**config.mk**
```make
export PLATFORM = sky130hd
export DESIGN_NAME = wishbone_bus_if
export DESIGN_NICKNAME = d
export VERILOG_FILES = /design/src/rtl/wishbone_bus_if.sv
export SDC_FILE = /design/constraint.sdc
export NUM_CORES = 1
export LEC_CHECK = 0
export BUFFER_PORTS_ARGS = -buffer_cell sky130_fd_sc_hd__buf_2
export CAP_MARGIN = 10
export CORE_AREA = 2 2 99 101
export DETAILED_ROUTE_END_ITERATION = 6
export DIE_AREA = 0 0 101 103
export GPL_ROUTABILITY_DRIVEN = 0
export PLACE_DENSITY = 0.9
export SLEW_MARGIN = 40
export SYNTH_ARGS = -nofsm -noshare
export SYNTH_HDL_FRONTEND = slang
export SYNTH_SLANG_ARGS = --single-unit
```
**constraint.sdc**
```tcl
create_clock -name clk -period 3.6 [get_ports clk]
set_input_delay 0.18 -clock clk [delete_from_list [all_inputs] [get_ports clk]]
set_output_delay 0.18 -clock clk [all_outputs]
set_load 0.01 [all_outputs]
```
**src/rtl/wishbone_bus_if.sv**
```systemverilog
// wishbone_bus_if: bridges core load/store requests onto a classic Wishbone master cycle.
// Optional bus-cycle timeout with bus_err_o pulse is enabled by defining WB_TIMEOUT_EN.
module wishbone_bus_if #(
  parameter int TIMEOUT_CYCLES = 255
) (
  input  logic        clk,
  input  logic        rst,
  input  logic [5:0]  stall_i,
  input  logic        flush_i,
  input  logic        cpu_ce_i,
  input  logic [31:0] cpu_addr_i,
  input  logic [31:0] cpu_data_i,
  input  logic        cpu_we_i,
  input  logic [3:0]  cpu_sel_i,
  output logic [31:0] cpu_data_o,
  output logic        stallreq,
  output logic [31:0] wishbone_addr_o,
  output logic [31:0] wishbone_data_o,
  output logic        wishbone_we_o,
  output logic [3:0]  wishbone_sel_o,
  output logic        wishbone_stb_o,
  output logic        wishbone_cyc_o,
  input  logic [31:0] wishbone_data_i,
  input  logic        wishbone_ack_i,
  output logic        bus_err_o
);
  typedef enum logic [1:0] {IDLE, BUSY, WAIT_FOR_STALL} state_t;
  state_t      r_state;
  logic [31:0] r_rd_buf;
  logic [31:0] r_addr;
  logic [31:0] r_data;
  logic        r_we;
  logic [3:0]  r_sel;
  logic        r_stb;
  logic        r_cyc;
  logic        w_stall;
  logic        w_done;
  logic        w_start;
  logic        w_timeout;
  logic        w_err_hold;
  assign w_stall = |stall_i;
  assign w_done  = r_state == BUSY && wishbone_ack_i && !flush_i;
  assign w_start = r_state == IDLE && cpu_ce_i && !flush_i && !w_err_hold;
`ifdef WB_TIMEOUT_EN
  localparam int CW = $clog2(TIMEOUT_CYCLES + 1);
  logic [CW-1:0] r_cnt;
  logic          r_bus_err;
  assign w_timeout  = r_state == BUSY && !wishbone_ack_i && !flush_i && r_cnt == CW'(TIMEOUT_CYCLES - 1);
  assign w_err_hold = r_bus_err;
  assign bus_err_o  = r_bus_err;
  always_ff @(posedge clk or posedge rst) begin
    if (rst) begin
      r_cnt     <= '0;
      r_bus_err <= 1'b0;
    end else begin
      r_bus_err <= w_timeout;
      r_cnt     <= (w_start || w_timeout) ? '0 : (r_state == BUSY && !wishbone_ack_i) ? r_cnt + CW'(1) : r_cnt;
    end
  end
`else
  logic w_unused_timeout;
  assign w_unused_timeout = ^TIMEOUT_CYCLES;
  assign w_timeout  = 1'b0;
  assign w_err_hold = 1'b0;
  assign bus_err_o  = 1'b0;
`endif
  always_ff @(posedge clk or posedge rst) begin
    if (rst) begin
      r_state  <= IDLE;
      r_rd_buf <= '0;
      r_addr   <= '0;
      r_data   <= '0;
      r_we     <= 1'b0;
      r_sel    <= '0;
      r_stb    <= 1'b0;
      r_cyc    <= 1'b0;
    end else if (w_start) begin
      r_addr  <= cpu_addr_i;
      r_data  <= cpu_data_i;
      r_we    <= cpu_we_i;
      r_sel   <= cpu_sel_i;
      r_stb   <= 1'b1;
      r_cyc   <= 1'b1;
      r_state <= BUSY;
    end else if (r_state == BUSY && (flush_i || wishbone_ack_i || w_timeout)) begin
      r_addr   <= '0;
      r_data   <= '0;
      r_we     <= 1'b0;
      r_sel    <= '0;
      r_stb    <= 1'b0;
      r_cyc    <= 1'b0;
      r_rd_buf <= w_done ? (r_we ? r_rd_buf : wishbone_data_i) : '0;
      r_state  <= (w_done && w_stall) ? WAIT_FOR_STALL : IDLE;
    end else if (r_state == WAIT_FOR_STALL && !w_stall) begin
      r_state <= IDLE;
    end
  end
  assign wishbone_addr_o = r_addr;
  assign wishbone_data_o = r_data;
  assign wishbone_we_o   = r_we;
  assign wishbone_sel_o  = r_sel;
  assign wishbone_stb_o  = r_stb;
  assign wishbone_cyc_o  = r_cyc;
  // rst gates stallreq so a pending cpu_ce_i cannot hold the pipeline during reset
  assign stallreq   = !rst && (w_start || (r_state == BUSY && !wishbone_ack_i));
  assign cpu_data_o = (w_done && !r_we) ? wishbone_data_i : (r_state == WAIT_FOR_STALL) ? r_rd_buf : '0;
endmodule
```
==> key figures, run 1 <==
Synth
  – Yosys cell types: 22
  – Syn Area/Cell: 14.2 µm²
  – Syn Std Cell Area: 4140 µm²
  – Mapped Nets: 404
  – Post-synthesis register bit count: 104
  – Primary FF master, synth: dfrtp_1
  – Synth area leaders: dfrtp_1 63%, a22o_1 28%, buf_6 2.4%
  – Gate Count Post-Synth: 292
  – Warnings from Yosys: 0
  – Post-synth EDFFs: 0
  – Sequential area share after synthesis: 0.629
  – Top cell type's share of synthesized area: 0.629
  – Post-synth ARST share: 1.00
  – Synth area leader: dfrtp_1

Timing
  – Relative slew slack: 0.501
  – Skew final: 12.5 ps
  – Total negative slack: 0 ps
  – Min Tclk post-route: 2450 ps
  – Final slew viol count: 0
  – Final setup viols: 0
  – Fmax: 0.408 GHz
  – Tcrit/Tclk final: 0.681
  – Final hold violations: 0
  – Tightest Pin Transition: 748 ps
  – RSZ-0062 raised after global routing: false

Routing
  – Routed wire length: 10400 µm
  – Length of the first detailed-routing pass in iterations: 4
  – Antenna Nets Post-Route: 0
  – WL/cell: 16.9 µm
  – Vias per inst: 5.50
  – # DRC: 0
  – Detailed Route Iter0 Violations: 139
  – Vias post-DR: 3370

Worst setup path
  – Crit path largest cell delay: 520 ps
  – Worst-path fanout max: 64
  – RR Endpoint: wishbone_addr_o[8]
  – Reg-to-reg startpoint: r_state[0]
  – R2R setup slack: 1380 ps
  – Worst setup path endpoint: cpu_data_o[17]
  – Crit-path slowest cell: buf_4
  – Critical path class: register to output port
  – Critical Path End Type: output port
  – Crit path DAT: 2270 ps
  – CP Cell Sequence: and2b_4 > nor4b_4 > buf_4 > a22o_1 > buf_2
  – Startpoint Class: register
  – FF-to-FF path depth: 5
  – Worst endpoint required time: 3420 ps
  – Crit. Startpoint: r_state[1]

GRT
  – First-pass GRT wire length: 15500 µm
  – Largest net degree at the start of global routing: 75
  – Initial antenna violation count: 0
  – GRT Util Overall: 0.191
  – Total grt overflow: 0
  – Number of global-route vias before repair: 3119

Die
  – Row count: 36
  – Initial Utilization: 0.437
  – Die area: 10400 µm²
  – DIE HEIGHT: 103 µm
  – Chip width: 101 µm
  – I/O pin count: 217
  – Core area: 9460 µm²

Power and ir drop
  – Pint: 3010 µW
  – Gate power share: 0.397
  – Seq pwr share: 0.452
  – Sw frac: 0.355
  – Clock Power Share: 0.151
  – Power, Total: 4670 µW
  – Net Sw Power: 1660 µW
  – Pwr dens: 859 nW/µm²
  – Peak VDD IR: 0.415 mV
  – Leakage: 0.00305 µW

Clock network
  – CTS tree: done
  – Max H-tree Level: 3
  – CTS Buf Count: 9
  – CTS resizes: 0
  – CTS sink count: 104
  – Worst-path clk slew: 100 ps
  – Post-CTS Setup Bufs: 0
  – Clk_lat worst skew: 360 ps
  – CTS max path bufs: 2
  – Root buffer cell: clkbuf_8

Finish
  – Fraction of layout cells with a size suffix above 1: 0.485
  – Final core occ: 0.574
  – Final layout net count: 606
  – Fill count: 808
  – Layout area overhead: 31.3%
  – Diodes inserted: 0

Min path
  – Hold Path Class: input port to register

Status
  – Status: finished, final reports clean

Run
  – Max Cap Viol: 0

Placement
  – IO buf count: 215
  – DP HPWL: 7290 µm
-- registers in the layout, summed over array words and instances, names as in the netlist --
signal / count
wishbone_we_o: 1
wishbone_stb_o: 1
r_rd_buf: 32
wishbone_data_o: 32
r_state: 2
wishbone_sel_o: 4
wishbone_addr_o: 32
-- area by class of cell --
class                   count  area, µm²  share of cell area
flip-flops and latches    104       2600               0.479
multi-input cells         154       1350               0.248
repair buffers            221       1130               0.208
well taps                 114        143              0.0262
clock buffers              11        131              0.0242
clock inverters             5       57.6              0.0106
inverters                   4       20.0             0.00368
-- power groups by stage --
| stage | clock network (µW) | registers, µW | logic, µW |
|---|---|---|---|
| 2_1_floorplan | 0 | 2230 | 952 |
| 3_3_place_gp | 0 | 2090 | 1790 |
| 3_5_place_dp | 0 | 2100 | 1880 |
| 4_1_cts | 726 | 2110 | 1870 |
| 5_1_grt | 777 | 2180 | 2020 |
| 6_report | 707 | 2110 | 1850 |
-- cells in the final DEF (no fill, tap or decap) --
cell and instances:
bufinv_16 1, nor2_1 3, conb_1 1, a21oi_4 1, buf_8 1, buf_4 4
dlygate4sd3_1 1, inv_2 1, clkbuf_1 2, or2_1 1, clkbuf_8 9, or4_1 1
o21ai_4 1, a22o_1 133, dfrtp_1 104, nor4b_4 2, a21oi_1 1, and2b_4 1
clkinv_2 2, nand2b_1 1, a2111oi_0 1, a31oi_1 2, buf_2 215, inv_1 2
o21ai_0 3, clkinv_4 2, nor2b_1 1, inv_6 1, nor2_4 1
-- layer usage --
metal,part of all wire,global-route usage,up-vias
li1,-,-,1543
met1,0.43,0.260,1680
met2,0.50,0.306,135
met3,0.050,0.0346,12
met4,0.015,0.0780,0
met5,0,0,-
-- worst max-delay path, delay by kind of cell (launching register included) --
family          cells  cell delay, ps
flops               1             470
simple gates        2             530
compound gates      1             250
buf+inv             2             650
-- metrics by stage --
| stage | setup WS, ps | area, µm² | hold slack [ps] | cells |
|---|---|---|---|---|
| after floorplan | 688 | 4140 | 320 | 292 |
| after global placement | 1500 | 5200 | 402 | 595 |
| after detailed placement | 1360 | 5220 | 348 | 595 |
| after CTS | 1150 | 5420 | 12.1 | 612 |
| after global routing | 1010 | 5430 | 13.6 | 613 |
| final | 1150 | 5430 | 35.5 | 613 |
-- synth_stat cells, types with 2 or more instances --
cell      instances
buf_6             9
clkbuf_1          4
dfrtp_1         104
inv_1             3
buf_4             2
a31oi_1           2
a22o_1          133
buf_2            15
o21ai_0           4
nor2_1            4
-- worst min-delay path by stage --
stage	startpoint	endpoint	depth (start not counted)
floorplan	wishbone_data_i[0]	r_rd_buf[0]	1
global placement	cpu_addr_i[15]	wishbone_addr_o[15]	2
detailed placement	rst	wishbone_data_o[31]	2
CTS	cpu_data_i[21]	wishbone_data_o[21]	2
global route	cpu_data_i[18]	wishbone_data_o[18]	2
finish	cpu_data_i[17]	wishbone_data_o[17]	2
-- kinds of logic (layout without fill, tap and decap cells) --
family	Yosys count	count (layout)	share of synthesized area
AO/OA/AOI/OAI	142	142	0.295
buffers and inverters	34	241	0.0535
flip-flops	104	104	0.629
AND/OR/NAND/NOR	11	11	0.0218
other	1	1	0.000906
-- repair_timing --
item	CTS	global route
hold endpoints to repair	73	0
setup endpoints to repair	0	0
hold buffers	1	0
Power figures use the tool's default switching activity.
==> run 2, diff against run 1 <==
clock period = 2.3 ns   (was 3.6 ns; I/O delays follow)
==> key figures, run 2 (synthesis gave the netlist of run 1 again) <==
Status
  – Status: finished, final reports clean

Timing
  – Tightest Pin Transition: 713 ps
  – Skew final: 18.2 ps
  – Final slew viol count: 0
  – Tcrit/Tclk final: 0.942
  – Total negative slack: 0 ps
  – Final setup viols: 0
  – Final hold violations: 0
  – Min Tclk post-route: 2170 ps
  – RSZ-0062 raised after global routing: false
  – Relative slew slack: 0.525
  – Fmax: 0.462 GHz
  – PnR worst setup slack: 135 ps

Die
  – I/O pin count: 217
  – Initial Utilization: 0.437
  – Die area: 10400 µm²
  – DIE HEIGHT: 103 µm
  – Core area: 9460 µm²
  – Chip width: 101 µm
  – Row count: 36

Clock network
  – CTS Buf Count: 9
  – CTS tree: done
  – CTS max path bufs: 2
  – Clk_lat worst skew: 370 ps
  – Root buffer cell: clkbuf_8
  – CTS sink count: 104
  – Max H-tree Level: 3
  – Worst-path clk slew: 100 ps

Finish
  – Final core occ: 0.684
  – Diodes inserted: 0
  – Commonest non-fill, non-tap cell in the layout: buf_2
  – Highest-count cells in the layout ignoring fill and taps: 215 x buf_2, 133 x a22o_1, 104 x dfrtp_1
  – Fraction of layout cells with a size suffix above 1: 0.414
  – Final layout net count: 711
  – Layout area overhead: 56.4%
  – Fill count: 639

Power and ir drop
  – Pwr dens: 1170 nW/µm²
  – Leakage: 0.00349 µW
  – Peak VDD IR: 0.668 mV

Routing
  – Vias per inst: 5.47
  – Length of the first detailed-routing pass in iterations: 4
  – # DRC: 0
  – Detailed Route Iter0 Violations: 187
  – Antenna Nets Post-Route: 0
  – Routed wire length: 13000 µm
  – WL/cell: 18.2 µm
  – Vias post-DR: 3925

Placement
  – DP HPWL: 7420 µm
  – IO buf count: 215
  – Setup slack at placement: 508 ps

GRT
  – GRT Util Overall: 0.237
  – Grt met1 use: 0.282
  – Initial antenna violation count: 0
  – Met2 usage: 0.412
  – Number of global-route vias before repair: 3901
  – First-pass GRT wire length: 19000 µm
  – GRT Max-Usage Layer: met2
  – Met3 Use GR: 0.0522
  – Total grt overflow: 0
  – Largest net degree at the start of global routing: 105

Worst setup path
  – Critical Path End Type: output port
  – Startpoint Class: register
  – CP Cell Sequence: nor4b_4 > buf_4 > a21oi_1 > nor2_1 > buf_2
  – Crit path DAT: 2050 ps
  – Crit path largest cell delay: 480 ps
  – Crit-path slowest cell: dfrtp_1
  – Worst-path fanout max: 38
  – Worst endpoint required time: 2180 ps
  – Critical path class: register to output port

Min path
  – Hold Path Class: input port to register

Run
  – Max Cap Viol: 0
==> run 2: cell count changes in the layout (fill, tap and decap cells not counted), moves of 2 or more <==
| cell | before | now |
|---|---|---|
| clkinvlp_4 | 0 | 2 |
| clkbuf_1 | 2 | 0 |
| dlygate4sd3_1 | 1 | 100 |
| inv_6 | 1 | 3 |
| buf_4 | 4 | 8 |
==> run 2: worst paths after layout <==
path | start | endpoint | slack (ps) | cells after the start
min | cpu_data_i[14] | wishbone_data_o[14] | 8 | 2
max in group asynchronous | rst | r_rd_buf[0] | 1430 | 4
min reg2reg | wishbone_data_o[7] | wishbone_data_o[7] | 510 | 1
max | r_state[0] | stallreq | 130 | 5
min in group asynchronous | rst | wishbone_addr_o[11] | 470 | 4
max reg2reg | r_state[1] | wishbone_addr_o[4] | 490 | 4
==> run 2: cell type report <==
| class | count | area [µm²] | share of cell area |
|---|---|---|---|
| repair buffers | 326 | 2190 | 0.339 |
| inverters | 4 | 18.8 | 0.00290 |
| well taps | 114 | 143 | 0.0220 |
| clock inverters | 7 | 52.6 | 0.00812 |
| flip-flops and latches | 104 | 2600 | 0.402 |
| multi-input cells | 154 | 1340 | 0.207 |
| clock buffers | 9 | 124 | 0.0191 |
==> run 2: critical path, delay by kind of cell (launching register included) <==
kind,cells,cell delay [ps]
buffers and inverters,2,570
and+or+nand+nor,2,540
AOI/OAI and AO/OA,1,90
DFF,1,480
==> run 2: routing by layer <==
layer,vias up,part of all wire
met2,215,0.52
met1,1908,0.39
met4,0,0.034
li1,1760,-
met5,-,0
met3,42,0.060
==> run 2: stage by stage <==
stage	instance area [µm²]	total power, µW	hold WS, ps	cells
6_report	6470	7550	8.10	718
5_1_grt	6470	7970	8.51	718
4_1_cts	6450	7490	0.233	716
3_5_place_dp	5270	6280	333	600
3_3_place_gp	5270	6130	323	600
2_1_floorplan	4140	4980	255	292
==> run 2: where the power goes <==
part	switching, µW	total, µW	internal [µW]
sequential	594	3310	2720
combinational	1540	3170	1630
clock	659	1060	404
total	2790	7550	4760
==> run 2: what timing repair did <==
action / in CTS / in global routing
hold endpoints to repair: 202 / 0
setup endpoints to repair: 0 / 8
buffers inserted: 0 / 1
resized for setup: 0 / 1
hold buffers: 100 / 0
